### config.mk
export PLATFORM = sky130hd
export DESIGN_NAME = apb_master_flat
export DESIGN_NICKNAME = d
export VERILOG_FILES = /design/src/rtl/apb_master_if.sv /design/src/rtl/apb_master.sv /design/src/flat_wrapper.sv
export SDC_FILE = /design/constraint.sdc
export NUM_CORES = 1
export LEC_CHECK = 0
export BUFFER_PORTS_ARGS = -buffer_cell sky130_fd_sc_hd__buf_2
export CORE_MARGIN = 5
export CORE_UTILIZATION = 54
export CTS_CLUSTER_SIZE = 20
export DETAILED_ROUTE_END_ITERATION = 6
export GPL_TIMING_DRIVEN = 1
export PLACE_DENSITY = 0.86
export SKIP_CTS_REPAIR_TIMING = 1
export SYNTH_ARGS = -nofsm -noshare
export SYNTH_HDL_FRONTEND = slang
export SYNTH_SLANG_ARGS = --single-unit
### constraint.sdc
create_clock -name pclk -period 3 [get_ports pclk]
set_input_delay 0.6 -clock pclk [delete_from_list [all_inputs] [get_ports pclk]]
set_output_delay 0.6 -clock pclk [all_outputs]
set_load 0.1 [all_outputs]
### src/rtl/apb_master_if.sv
// apb_master_if: core load/store request port together with the APB bus driven by the bridge.
interface apb_master_if #(
    parameter int ADDR_WIDTH = 32,
    parameter int DATA_WIDTH = 32
);
    logic                  req;
    logic [ADDR_WIDTH-1:0] req_addr;
    logic [DATA_WIDTH-1:0] req_wdata;
    logic                  req_write;
    logic [1:0]            req_size;
    logic                  req_signed;
    logic                  busy;
    logic                  ack;
    logic                  fault;
    logic [DATA_WIDTH-1:0] rdata;
    logic [ADDR_WIDTH-1:0] paddr;
    logic [DATA_WIDTH-1:0] pdata;
    logic [3:0]            pstb;
    logic                  psel;
    logic                  penable;
    logic                  pwrite;
    logic [DATA_WIDTH-1:0] prdata;
    logic                  pready;
    logic                  perr;

    modport master (
        input  req, req_addr, req_wdata, req_write, req_size, req_signed, prdata, pready, perr,
        output busy, ack, fault, rdata, paddr, pdata, pstb, psel, penable, pwrite
    );

    modport slave (
        output req, req_addr, req_wdata, req_write, req_size, req_signed, prdata, pready, perr,
        input  busy, ack, fault, rdata, paddr, pdata, pstb, psel, penable, pwrite
    );
endinterface

### src/rtl/apb_master.sv
// apb_master: bridges a single-outstanding load/store port onto APB, with lane steering,
// load extension and a single fault response for bus errors, misalignment and stalled slaves.
module apb_master #(
    parameter int ADDR_WIDTH = 32,
    parameter int DATA_WIDTH = 32,
    parameter int TIMEOUT    = 255
) (
    input logic          pclk,
    input logic          reset,
    apb_master_if.master bus
);
    localparam int CW = $clog2(TIMEOUT + 1);

    typedef enum logic [1:0] {IDLE, SETUP, ACCESS, DONE} state_t;

    state_t                state_q, state_d;
    logic [CW-1:0]         cnt_q, cnt_d;
    logic [1:0]            size_q, size_d;
    logic                  sgn_q, sgn_d;
    logic                  busy_q, busy_d;
    logic                  ack_q, ack_d;
    logic                  fault_q, fault_d;
    logic [DATA_WIDTH-1:0] rdata_q, rdata_d;
    logic [ADDR_WIDTH-1:0] paddr_q, paddr_d;
    logic [DATA_WIDTH-1:0] pdata_q, pdata_d;
    logic [3:0]            pstb_q, pstb_d;
    logic                  psel_q, psel_d;
    logic                  penable_q, penable_d;
    logic                  pwrite_q, pwrite_d;

    logic        mis;
    logic [3:0]  stb;
    logic [31:0] wrep;
    logic [31:0] shifted;
    logic [15:0] lane_h;
    logic [31:0] ext;

    assign mis = (bus.req_size == 2'd3) |
                 ((bus.req_size == 2'd1) & bus.req_addr[0]) |
                 ((bus.req_size == 2'd2) & (|bus.req_addr[1:0]));
    assign stb = (bus.req_size == 2'd0) ? (4'b0001 << bus.req_addr[1:0]) :
                 (bus.req_size == 2'd1) ? (bus.req_addr[1] ? 4'b1100 : 4'b0011) : 4'b1111;
    assign wrep = (bus.req_size == 2'd0) ? {4{bus.req_wdata[7:0]}} :
                  (bus.req_size == 2'd1) ? {2{bus.req_wdata[15:0]}} : bus.req_wdata;
    // Load lanes come from the address latched on paddr for the current transfer
    assign shifted = bus.prdata >> {paddr_q[1:0], 3'b000};
    assign lane_h  = paddr_q[1] ? bus.prdata[31:16] : bus.prdata[15:0];
    assign ext = (size_q == 2'd0) ? {{24{sgn_q & shifted[7]}}, shifted[7:0]} :
                 (size_q == 2'd1) ? {{16{sgn_q & lane_h[15]}}, lane_h} : bus.prdata;

    always_comb begin
        state_d   = state_q;
        cnt_d     = cnt_q;
        size_d    = size_q;
        sgn_d     = sgn_q;
        busy_d    = busy_q;
        ack_d     = 1'b0;
        fault_d   = fault_q;
        rdata_d   = rdata_q;
        paddr_d   = paddr_q;
        pdata_d   = pdata_q;
        pstb_d    = pstb_q;
        psel_d    = psel_q;
        penable_d = penable_q;
        pwrite_d  = pwrite_q;
        case (state_q)
            IDLE: if (bus.req) begin
                busy_d = 1'b1;
                size_d = bus.req_size;
                sgn_d  = bus.req_signed;
                cnt_d  = '0;
                if (mis) begin
                    state_d = DONE;
                    ack_d   = 1'b1;
                    fault_d = 1'b1;
                    rdata_d = '0;
                end else begin
                    state_d  = SETUP;
                    psel_d   = 1'b1;
                    paddr_d  = bus.req_addr;
                    pwrite_d = bus.req_write;
                    pdata_d  = wrep;
                    pstb_d   = bus.req_write ? stb : 4'b0000;
                end
            end
            SETUP: begin
                state_d   = ACCESS;
                penable_d = 1'b1;
            end
            ACCESS: if (bus.pready || cnt_q == CW'(TIMEOUT - 1)) begin
                state_d   = DONE;
                ack_d     = 1'b1;
                psel_d    = 1'b0;
                penable_d = 1'b0;
                fault_d   = bus.pready ? bus.perr : 1'b1;
                rdata_d   = (bus.pready && !bus.perr && !pwrite_q) ? ext : '0;
            end else begin
                cnt_d = cnt_q + CW'(1);
            end
            default: begin
                state_d = IDLE;
                busy_d  = 1'b0;
                fault_d = 1'b0;
            end
        endcase
    end

    always_ff @(posedge pclk) begin
        if (reset) begin
            state_q   <= IDLE;
            cnt_q     <= '0;
            size_q    <= 2'd0;
            sgn_q     <= 1'b0;
            busy_q    <= 1'b0;
            ack_q     <= 1'b0;
            fault_q   <= 1'b0;
            rdata_q   <= '0;
            paddr_q   <= '0;
            pdata_q   <= '0;
            pstb_q    <= 4'b0000;
            psel_q    <= 1'b0;
            penable_q <= 1'b0;
            pwrite_q  <= 1'b0;
        end else begin
            state_q   <= state_d;
            cnt_q     <= cnt_d;
            size_q    <= size_d;
            sgn_q     <= sgn_d;
            busy_q    <= busy_d;
            ack_q     <= ack_d;
            fault_q   <= fault_d;
            rdata_q   <= rdata_d;
            paddr_q   <= paddr_d;
            pdata_q   <= pdata_d;
            pstb_q    <= pstb_d;
            psel_q    <= psel_d;
            penable_q <= penable_d;
            pwrite_q  <= pwrite_d;
        end
    end

    assign bus.busy    = busy_q;
    assign bus.ack     = ack_q;
    assign bus.fault   = fault_q;
    assign bus.rdata   = rdata_q;
    assign bus.paddr   = paddr_q;
    assign bus.pdata   = pdata_q;
    assign bus.pstb    = pstb_q;
    assign bus.psel    = psel_q;
    assign bus.penable = penable_q;
    assign bus.pwrite  = pwrite_q;
endmodule

### src/flat_wrapper.sv
// flat-port wrapper written by rule: the top's interface ports become plain ports
module apb_master_flat 
#(
    parameter int ADDR_WIDTH = 32,
    parameter int DATA_WIDTH = 32,
    parameter int TIMEOUT    = 255
)
  (pclk, reset, bus_req, bus_req_addr, bus_req_wdata, bus_req_write, bus_req_size, bus_req_signed, bus_prdata, bus_pready, bus_perr, bus_busy, bus_ack, bus_fault, bus_rdata, bus_paddr, bus_pdata, bus_pstb, bus_psel, bus_penable, bus_pwrite);
  apb_master_if #(.ADDR_WIDTH(ADDR_WIDTH), .DATA_WIDTH(DATA_WIDTH)) bus_i ();
  input logic pclk;
  input logic reset;
  input wire logic [$bits(bus_i.req)-1:0] bus_req;
  input wire logic [$bits(bus_i.req_addr)-1:0] bus_req_addr;
  input wire logic [$bits(bus_i.req_wdata)-1:0] bus_req_wdata;
  input wire logic [$bits(bus_i.req_write)-1:0] bus_req_write;
  input wire logic [$bits(bus_i.req_size)-1:0] bus_req_size;
  input wire logic [$bits(bus_i.req_signed)-1:0] bus_req_signed;
  input wire logic [$bits(bus_i.prdata)-1:0] bus_prdata;
  input wire logic [$bits(bus_i.pready)-1:0] bus_pready;
  input wire logic [$bits(bus_i.perr)-1:0] bus_perr;
  output wire logic [$bits(bus_i.busy)-1:0] bus_busy;
  output wire logic [$bits(bus_i.ack)-1:0] bus_ack;
  output wire logic [$bits(bus_i.fault)-1:0] bus_fault;
  output wire logic [$bits(bus_i.rdata)-1:0] bus_rdata;
  output wire logic [$bits(bus_i.paddr)-1:0] bus_paddr;
  output wire logic [$bits(bus_i.pdata)-1:0] bus_pdata;
  output wire logic [$bits(bus_i.pstb)-1:0] bus_pstb;
  output wire logic [$bits(bus_i.psel)-1:0] bus_psel;
  output wire logic [$bits(bus_i.penable)-1:0] bus_penable;
  output wire logic [$bits(bus_i.pwrite)-1:0] bus_pwrite;
  assign bus_i.req = bus_req;
  assign bus_i.req_addr = bus_req_addr;
  assign bus_i.req_wdata = bus_req_wdata;
  assign bus_i.req_write = bus_req_write;
  assign bus_i.req_size = bus_req_size;
  assign bus_i.req_signed = bus_req_signed;
  assign bus_i.prdata = bus_prdata;
  assign bus_i.pready = bus_pready;
  assign bus_i.perr = bus_perr;
  assign bus_busy = bus_i.busy;
  assign bus_ack = bus_i.ack;
  assign bus_fault = bus_i.fault;
  assign bus_rdata = bus_i.rdata;
  assign bus_paddr = bus_i.paddr;
  assign bus_pdata = bus_i.pdata;
  assign bus_pstb = bus_i.pstb;
  assign bus_psel = bus_i.psel;
  assign bus_penable = bus_i.penable;
  assign bus_pwrite = bus_i.pwrite;
  apb_master #(.ADDR_WIDTH(ADDR_WIDTH), .DATA_WIDTH(DATA_WIDTH), .TIMEOUT(TIMEOUT)) u_core (.pclk(pclk), .reset(reset), .bus(bus_i));
endmodule
# Yosys cells after proc, flatten, opt, wreduce, memory -nomap -nowiden
# Cells that the tools add are included.
# W data, S select, Z words.
# totals
regBits	119
inputBits	105
word_cells	96
# classes
addsub	1
eq_ne	12
n_shift	2
muxes	37
bitwise_logic	9
n_reduce_logical	21
# ops
cell	n
$mux W32	8
$pmux W32 S2	1
$shr A32 B5 Y8	1
$mux W16	1
$mux W4	4
$mux W8	2
$pmux W8 S2	1
$reduce_and A4 Y1	3
$mux W1	11
$add A8 B1 Y8 const B	1
$eq A8 B8 Y1 const B	1
$pmux W1 S2	4
$reduce_and A2 Y1	4
$eq A2 B1 Y1 const B	3
$eq A2 B2 Y1 const B	3
$logic_not A2 Y1	3
$mux W2	3
$ne A2 B2 Y1 const B	3
$pmux W2 S3	1
$reduce_and A3 Y1	2
$and A1 B1 Y1	4
$ne A2 B1 Y1 const B	2
$reduce_bool A2 Y1	2
$reduce_or A2 Y1	2
7 further kinds	12

# Logic depth before layout (Yosys ltp)
# Gate-level depths: netlist of run 1.
# depth
ltp_word	7
ltp_mapped	9

# Worst setup path after synthesis of run 1
# OpenSTA, ideal clock, no wires.
# synth_timing
path_type	register to register
startpoint	register u_core.paddr_q[1], in the netlist u_core.bus.paddr[1]
endpoint	register u_core.rdata_q[10], in the netlist u_core.bus.rdata[10]
setup_time_ns	0.072
arrival_time_ns	2.218
path_slack_ns	0.710
path_stages_with_launch	7
path_buffers	2
period_less_slack_ns	2.290
path_cell_list	dfxtp_1 -> buf_2 -> mux2i_1 -> a31oi_1 -> clkbuf_1 -> nand4_1 -> mux2i_1
# synth_via
elab_chain_len	6
# synth_rtl
item	line_no	rtl
from (decl)	apb_master.sv:24	logic [ADDR_WIDTH-1:0] paddr_q, paddr_d;
from (signal assigned)	apb_master.sv:133	paddr_q <= paddr_d;
$shr A32 B5 Y8 / $mux W16 (equally long branches)	apb_master.sv:46, apb_master.sv:47	
$and A1 B1 Y1 / $mux W32 (equally long branches)	apb_master.sv:48, apb_master.sv:49	
$mux W32 *	apb_master.sv:48	assign ext = (size_q == 2'd0) ? {{24{sgn_q & shifted[7]}}, shifted[7:0]} :
$mux W32 *	apb_master.sv:96	rdata_d = (bus.pready && !bus.perr && !pwrite_q) ? ext : '0;
$mux W32 *	apb_master.sv:90	ACCESS: if (bus.pready || cnt_q == CW'(TIMEOUT - 1)) begin
$pmux W32 S2 *	apb_master.sv:66	case (state_q)
to (signal assigned)	apb_master.sv:132	rdata_q <= rdata_d;
to (decl)	apb_master.sv:23	logic [DATA_WIDTH-1:0] rdata_q, rdata_d;
# Every way passes the cells marked *; elsewhere a longest branch is shown, timed or not. The select of a mux whose other input is x is not followed.
# A chain may end at the register's enable or synchronous reset.

# Final worst setup path of run 1
# layout_timing
startpoint	register u_core.paddr_q[1], in the netlist u_core.bus.paddr[1]
endpoint	output bus_paddr[1]
# layout_rtl
item	line_no	rtl
to (decl)	flat_wrapper.sv:25	output wire logic [$bits(bus_i.paddr)-1:0] bus_paddr;
# No word-level cell between the ends.

==> reports/metrics.yaml, run 1 <==
status: "finished, final reports clean"
grt_pass1_vias: 5787
synthToLayoutAreaGrowth_pct: 29.5
drt_pass1_iterations: 7
die_height_um: 114
worst_skew_pair.late_latency_ns: 0.54
drtAntennaViolNets: 0
synth.net_count: 842
timing.reg2reg.setup_slack_ns: 0.57
yosysUniqueCellTypes: 57
critical_path_buf_inv_count: 1
slowest_stage: "sky130_fd_sc_hd__dfxtp_1"
final.setup_skew_ns: 0.00784
min_tclk_post_route_ns: 2.50
wire_per_inst_um: 16.6
peak_fanout_along_the_critical_path: 22
start_util_pct: 54.5
design.die.area_um2: 13000
fin_tns_setup_ns: 0
clk_root_buffer_cell: "sky130_fd_sc_hd__clkbuf_8"
wl_mm: 17.7
synth_seq_cells: 119
clock_sink_count: 119
cts_inserted_buffers: 17
path_class: "flip-flop to primary output"
cp_top_family: "flip-flops"
finalSetupViolations: 0
place_hpwl_mm: 12.0
setup.worst_path.start_class: "flip-flop"
layout-drive-gt1-share_pct: 28.7
postSynthAreaPerCell_um2: 8.02
nets: 1025
yosysSeqAreaShare_pct: 40.7
drv.max_cap_violation_count: 0
io_buffer_count: 210
vdd_ir_drop_max_mv: 0.796
final-max-slew-violation-count: 0
grt_start_max_net_pins: 86
tightestPinTransition_ns: 0.993
yosys_warnings: 0
worst_hold_margin_ns: 0.297
worst-endpoint-arrival_ns: 1.90
timing.critical_path.to_type: "primary output"
hp-start: "bus_req_addr[13]"
drt_first_iter_violations: 478
htree_levels: 4
worstHoldPathType: "input pin to flip-flop"
total_leakage_power_nw: 3.30
power.density_cell_area_nw_per_um2: 847
timing.critical_path.from: "u_core.bus.paddr[1]"
clock_tree_from_tritoncts: "built"
critical_path.cell_chain: "buf_2"
critical_path.reg2reg.startpoint: "u_core.state_q[1]"
grt.total_usage_pct: 26.8
critPathMaxStageDelay_ns: 0.80
final_min_period_over_clock_period_pct: 83.4
core_region_area_um2: 10700
syn-cell-area_um2: 5860
clockBufferDepth: 2
routed-via-count: 6114
vias_per_cell: 5.73
clk_pin_slew_ns: 0.06
rsz0062_at_grt: "no"
top_level_ports: 211
route.detailed.drc: 0
timing.slew.headroom_pct: 33.8
grt_remaining_overflow: 0
diodes: 0
rows: 38
post_synth_inst_count: 731
grt_pass1_wl_mm: 28.2
die_width_um: 114
hold_viol: 0
place.gp.congestion: 0.882
initial_antenna_violation_count: 0
clock.fmax_mhz: 399
worstPathRequired_ns: 2.40
-- cell usage after synthesis, drive strengths merged --
library cell	count	area, µm²
or3	5	36.3
buf	26	155
o32ai	1	8.76
inv	13	48.8
a2111oi	1	8.76
nor3	8	40.0
o211ai	5	42.5
o21a	1	7.51
nor4	1	6.26
clkbuf	35	131
a2111o	1	11.3
and3b	3	26.3
nand3	11	55.1
nor2b	4	25.0
and4	1	8.76
o22ai	5	31.3
ha	6	75.1
o311ai	4	35.0
o21ai	34	170
or4	5	37.5
nor4b	1	8.76
nand2	161	604
a31oi	6	52.6
a41oi	1	8.76
nor2	37	139
a211o	4	35.0
a21o	3	23.8
a211oi	12	103
nand4	22	138
o31ai	7	52.6
o2111ai	6	52.6
nand3b	2	15.0
or3b	1	11.3
or4b	1	10.0
nand4b	1	8.76
nor3b	10	75.1
and3	1	6.26
a21boi	1	7.51
dfxtp	119	2380
a21oi	73	369
o2bb2ai	5	43.8
a311oi	8	70.1
nand2b	29	181
mux2i	50	500
-- where the power goes --
| group | leakage [nW] | switching, mW | internal [mW] |
|---|---|---|---|
| combinational | 2.02 | 1.80 | 0.523 |
| sequential | 0.966 | 0.116 | 1.74 |
| clock | 0.317 | 0.746 | 1.50 |
-- cells by family (layout without fill, tap and decap cells) --
logic type / after synthesis / after routing / synth area share [%]
AOI/OAI and AO/OA: 178 / 178 / 19.3
adders and majority gates: 6 / 6 / 1.28
buffers and inverters: 74 / 270 / 5.72
DFF: 119 / 119 / 40.7
muxes: 50 / 50 / 8.54
and+or+nand+nor: 304 / 304 / 24.5
-- layout make-up --
cell class | instances | area, µm²
fill | 840 | 3160
multi-input combinational | 538 | 3150
sequential | 119 | 2380
timing repair buffer | 225 | 1180
clock buffer | 20 | 455
clock inverter | 12 | 198
tap | 140 | 175
inverter | 13 | 48.8
-- path summary, 6_finish.rpt --
check             depth (start not counted)              endpoint
setup / recovery                          1          bus_paddr[1]
hold / removal                            3  u_core.bus.paddr[13]
setup reg to reg                          6  u_core.bus.rdata[17]
hold reg to reg                           2   u_core.bus.paddr[8]
-- stage by stage --
stage | instances | total power [mW] | instance area [µm²] | setup slack (ns) | util, %
after global routing | 1067 | 6.69 | 7590 | 0.407 | 70.6
final | 1067 | 6.43 | 7590 | 0.497 | 70.6
after global placement | 1035 | 4.17 | 6930 | 0.691 | 64.5
after CTS | 1067 | 6.44 | 7590 | 0.509 | 70.6
after detailed placement | 1035 | 4.19 | 6930 | 0.624 | 64.5
after floorplan | 731 | 3.78 | 5860 | 0.710 | -
-- cell usage in the layout (no fill, tap or decap), drive strengths merged, types with 7 or more instances in the layout --
cell,n
nor3,8
nand2b,29
a311oi,8
nor2,37
inv,13
o31ai,7
buf,225
nand2,161
dfxtp,119
mux2i,50
a21oi,73
clkbuf,20
a211oi,12
nor3b,10
o21ai,34
nand4,22
nand3,11
-- sequential cells by signal, indices dropped and copies added (netlist names) --
name                count
u_core.bus.psel         1
u_core.bus.ack          1
u_core.bus.rdata       32
u_core.bus.penable      1
u_core.state_q          2
u_core.cnt_q            8
u_core.sgn_q            1
u_core.bus.pstb         4
u_core.bus.paddr       32
u_core.bus.fault        1
u_core.bus.pdata       32
u_core.bus.pwrite       1
u_core.bus.busy         1
u_core.size_q           2
-- metal layers --
metal  routed length [µm]  GRT usage [%]
met5                    0              0
met4                  673           13.2
met3                 1780           10.2
met2                 8400           43.0
met1                 6830           31.5
Power figures use the tool's default switching activity.
==> run 2: changes to the inputs <==
CORE_UTILIZATION = 50   (was 54)
PLACE_DENSITY = 0.8   (was 0.86)
clock period = 2.62 ns   (was 3 ns; I/O delays follow)
==> run 2 against run 1 <==
  * Final cell count rose by 0.84%
  * Critical endpoint is now u_core.bus.paddr[17]
  * Register-to-register slack worse by 0.20 ns
  * Clock power increased by 4%
  * Global-route usage down 2.5 points
  * Flip-flop and latch count did not move
  * Non-clock buffer count up 6
  * Sequential share of layout area decreased by 0.13 points
  * Clock skew shrank 0.0026 ns
  * Largest cell class unchanged
  * Highest routed layer unchanged
  * Die area grew 7.3%
  * Worst setup slack lost 0.13 ns
==> reports/metrics.yaml, run 2 (synthesis results as in run 1) <==
fin_tns_setup_ns: 0
core_region_area_um2: 11500
worstPathRequired_ns: 2.96
diodes: 0
hold-path-endpoint: "u_core.bus.paddr[24]"
wire_per_inst_um: 16.1
grt_pass1_wl_mm: 28.4
critical_path.reg2reg.startpoint: "u_core.state_q[0]"
min_tclk_post_route_ns: 2.25
io_buffer_count: 210
tightestPinTransition_ns: 0.975
layout-drive-gt1-share_pct: 29.2
wl_mm: 17.3
critical_path_buf_inv_count: 1
num-fill-cells: 951
place.gp.congestion: 0.899
setup.worst_path.start_class: "flip-flop"
comb_power_share_pct: 37.8
worstHoldPathCells: 3
path_class: "flip-flop to flip-flop"
rows: 39
drt_pass1_iterations: 6
die_height_um: 118
htree_levels: 4
grt_pass1_vias: 5887
final-max-slew-violation-count: 0
grt_remaining_overflow: 0
worst-endpoint-arrival_ns: 2.59
multi_input_area_um2: 3160
die_width_um: 118
worst_hold_margin_ns: 0.338
route.detailed.drc: 0
hold_viol: 0
status: "finished, final reports clean"
timing.reg2reg.setup_slack_ns: 0.37
routed-via-count: 5965
drtAntennaViolNets: 0
peak_fanout_along_the_critical_path: 53
top_level_ports: 211
design.die.area_um2: 14000
p_sw_share_pct: 42.6
cp_top_family: "compound AO/OA/AOI/OAI gates"
worstHoldPathType: "input pin to flip-flop"
timing.slew.headroom_pct: 35.0
cpMostUsedCell: "sky130_fd_sc_hd__nand2_1"
vdd_ir_drop_max_mv: 0.872
clock.fmax_mhz: 445
clock_tree_from_tritoncts: "built"
grt_start_max_net_pins: 60
sequential_cell_area_um2: 2380
cell_int_power_mw: 4.11
hp-start: "bus_req_addr[24]"
pwr-share-clk_pct: 32.4
worst_skew_pair.late_latency_ns: 0.42
total_leakage_power_nw: 3.31
place_hpwl_mm: 12.4
grt.total_usage_pct: 24.3
drv.max_cap_violation_count: 0
layout.cells.most_common: "sky130_fd_sc_hd__buf_2"
clock_sink_count: 119
rsz0062_at_grt: "no"
final.setup_skew_ns: 0.00520
slowest_stage: "sky130_fd_sc_hd__a21o_2"
seq_power_share_pct: 29.8
synthToLayoutAreaGrowth_pct: 30.0
finalSetupViolations: 0
most_frequent_cells_in_the_layout: "sky130_fd_sc_hd__buf_2, sky130_fd_sc_hd__nand2_1, sky130_fd_sc_hd__dfxtp_1, sky130_fd_sc_hd__a21oi_1, sky130_fd_sc_hd__mux2i_1"
critical_path.cell_chain: "inv_1 > ha_1 > nand2_1 > a21o_2 > nand2_1 > a21oi_1"
clk_pin_slew_ns: 0.06
power.density_cell_area_nw_per_um2: 940
power_switching_mw: 3.05
nets: 1031
critPathMaxStageDelay_ns: 0.79
final_min_period_over_clock_period_pct: 85.9
cts_inserted_buffers: 17
worstReg2RegEnd: "u_core.bus.paddr[17]"
clockBufferDepth: 2
drt_first_iter_violations: 507
timing.critical_path.to_type: "flip-flop"
start_util_pct: 51.1
initial_antenna_violation_count: 0
vias_per_cell: 5.54
clk_root_buffer_cell: "sky130_fd_sc_hd__clkbuf_16"
worst-r2r-cell-count: 6
==> run 2: changes by cell type in the layout (fill, tap and decap cells not counted) <==
cell / before / now
sky130_fd_sc_hd__a31oi_2: 0 / 1
sky130_fd_sc_hd__buf_4: 14 / 17
sky130_fd_sc_hd__inv_6: 0 / 1
sky130_fd_sc_hd__a31oi_1: 5 / 4
sky130_fd_sc_hd__clkbuf_8: 4 / 3
sky130_fd_sc_hd__clkbuf_16: 16 / 17
sky130_fd_sc_hd__clkinv_4: 2 / 1
sky130_fd_sc_hd__clkbuf_1: 0 / 1
sky130_fd_sc_hd__bufinv_16: 5 / 2
sky130_fd_sc_hd__buf_12: 1 / 4
sky130_fd_sc_hd__clkinvlp_4: 2 / 4
==> run 2: final cells by class <==
| cell class | count | area share, % |
|---|---|---|
| Tap cell | 143 | 2.35 |
| Inverter | 13 | 0.640 |
| Sequential cell | 119 | 31.3 |
| Multi-Input combinational cell | 538 | 41.4 |
| Clock inverter | 11 | 1.61 |
| Timing Repair Buffer | 231 | 16.5 |
| Clock buffer | 21 | 6.18 |
==> run 2: how the worst max path moves through the flow <==
stage | start | to | slack (ns) | depth (start not counted)
floorplan | u_core.bus.paddr[1] | u_core.bus.rdata[10] | 0.33 | 6
global placement | bus_req_addr[0] | u_core.bus.paddr[17] | 0.47 | 7
detailed placement | u_core.state_q[0] | u_core.bus.pdata[26] | 0.40 | 6
CTS | u_core.state_q[0] | u_core.bus.pdata[28] | 0.37 | 6
global route | u_core.state_q[0] | u_core.bus.paddr[17] | 0.1 | 6
finish | u_core.state_q[0] | u_core.bus.paddr[17] | 0.37 | 6
==> run 2: worst min-delay path, delay by kind of cell <==
family          cells  cell delay [ns]
buf+inv             1             0.09
compound gates      1             0.05
simple gates        1             0.04
==> run 2: power by group through the flow <==
stage / Clock [mW] / Sequential [mW] / Combinational (mW)
2_1_floorplan: 0 / 3.29 / 1.05
3_3_place_gp: 0 / 2.16 / 2.67
3_5_place_dp: 0 / 2.16 / 2.69
4_1_cts: 2.35 / 2.13 / 2.71
5_1_grt: 2.45 / 2.15 / 2.88
6_report: 2.32 / 2.13 / 2.71
==> run 2: routing by layer <==
metal,track usage [%],share of wire (%),vias up
li1,-,-,2954
met1,28.9,41,2709
met2,39.2,47,263
met3,10.5,10,39
met4,8.96,2.4,0
met5,0,0,-
==> run 2: through the flow <==
stage / power, mW / setup slack (ns) / instance area [µm²] / cells / utilization, %
finish: 7.16 / 0.371 / 7620 / 1076 / 66.4
global route: 7.47 / 0.0968 / 7620 / 1076 / 66.4
CTS: 7.18 / 0.369 / 7620 / 1076 / 66.4
detailed placement: 4.86 / 0.397 / 7030 / 1044 / 61.3
global placement: 4.83 / 0.473 / 7030 / 1044 / 61.3
floorplan: 4.33 / 0.330 / 5860 / 731 / -
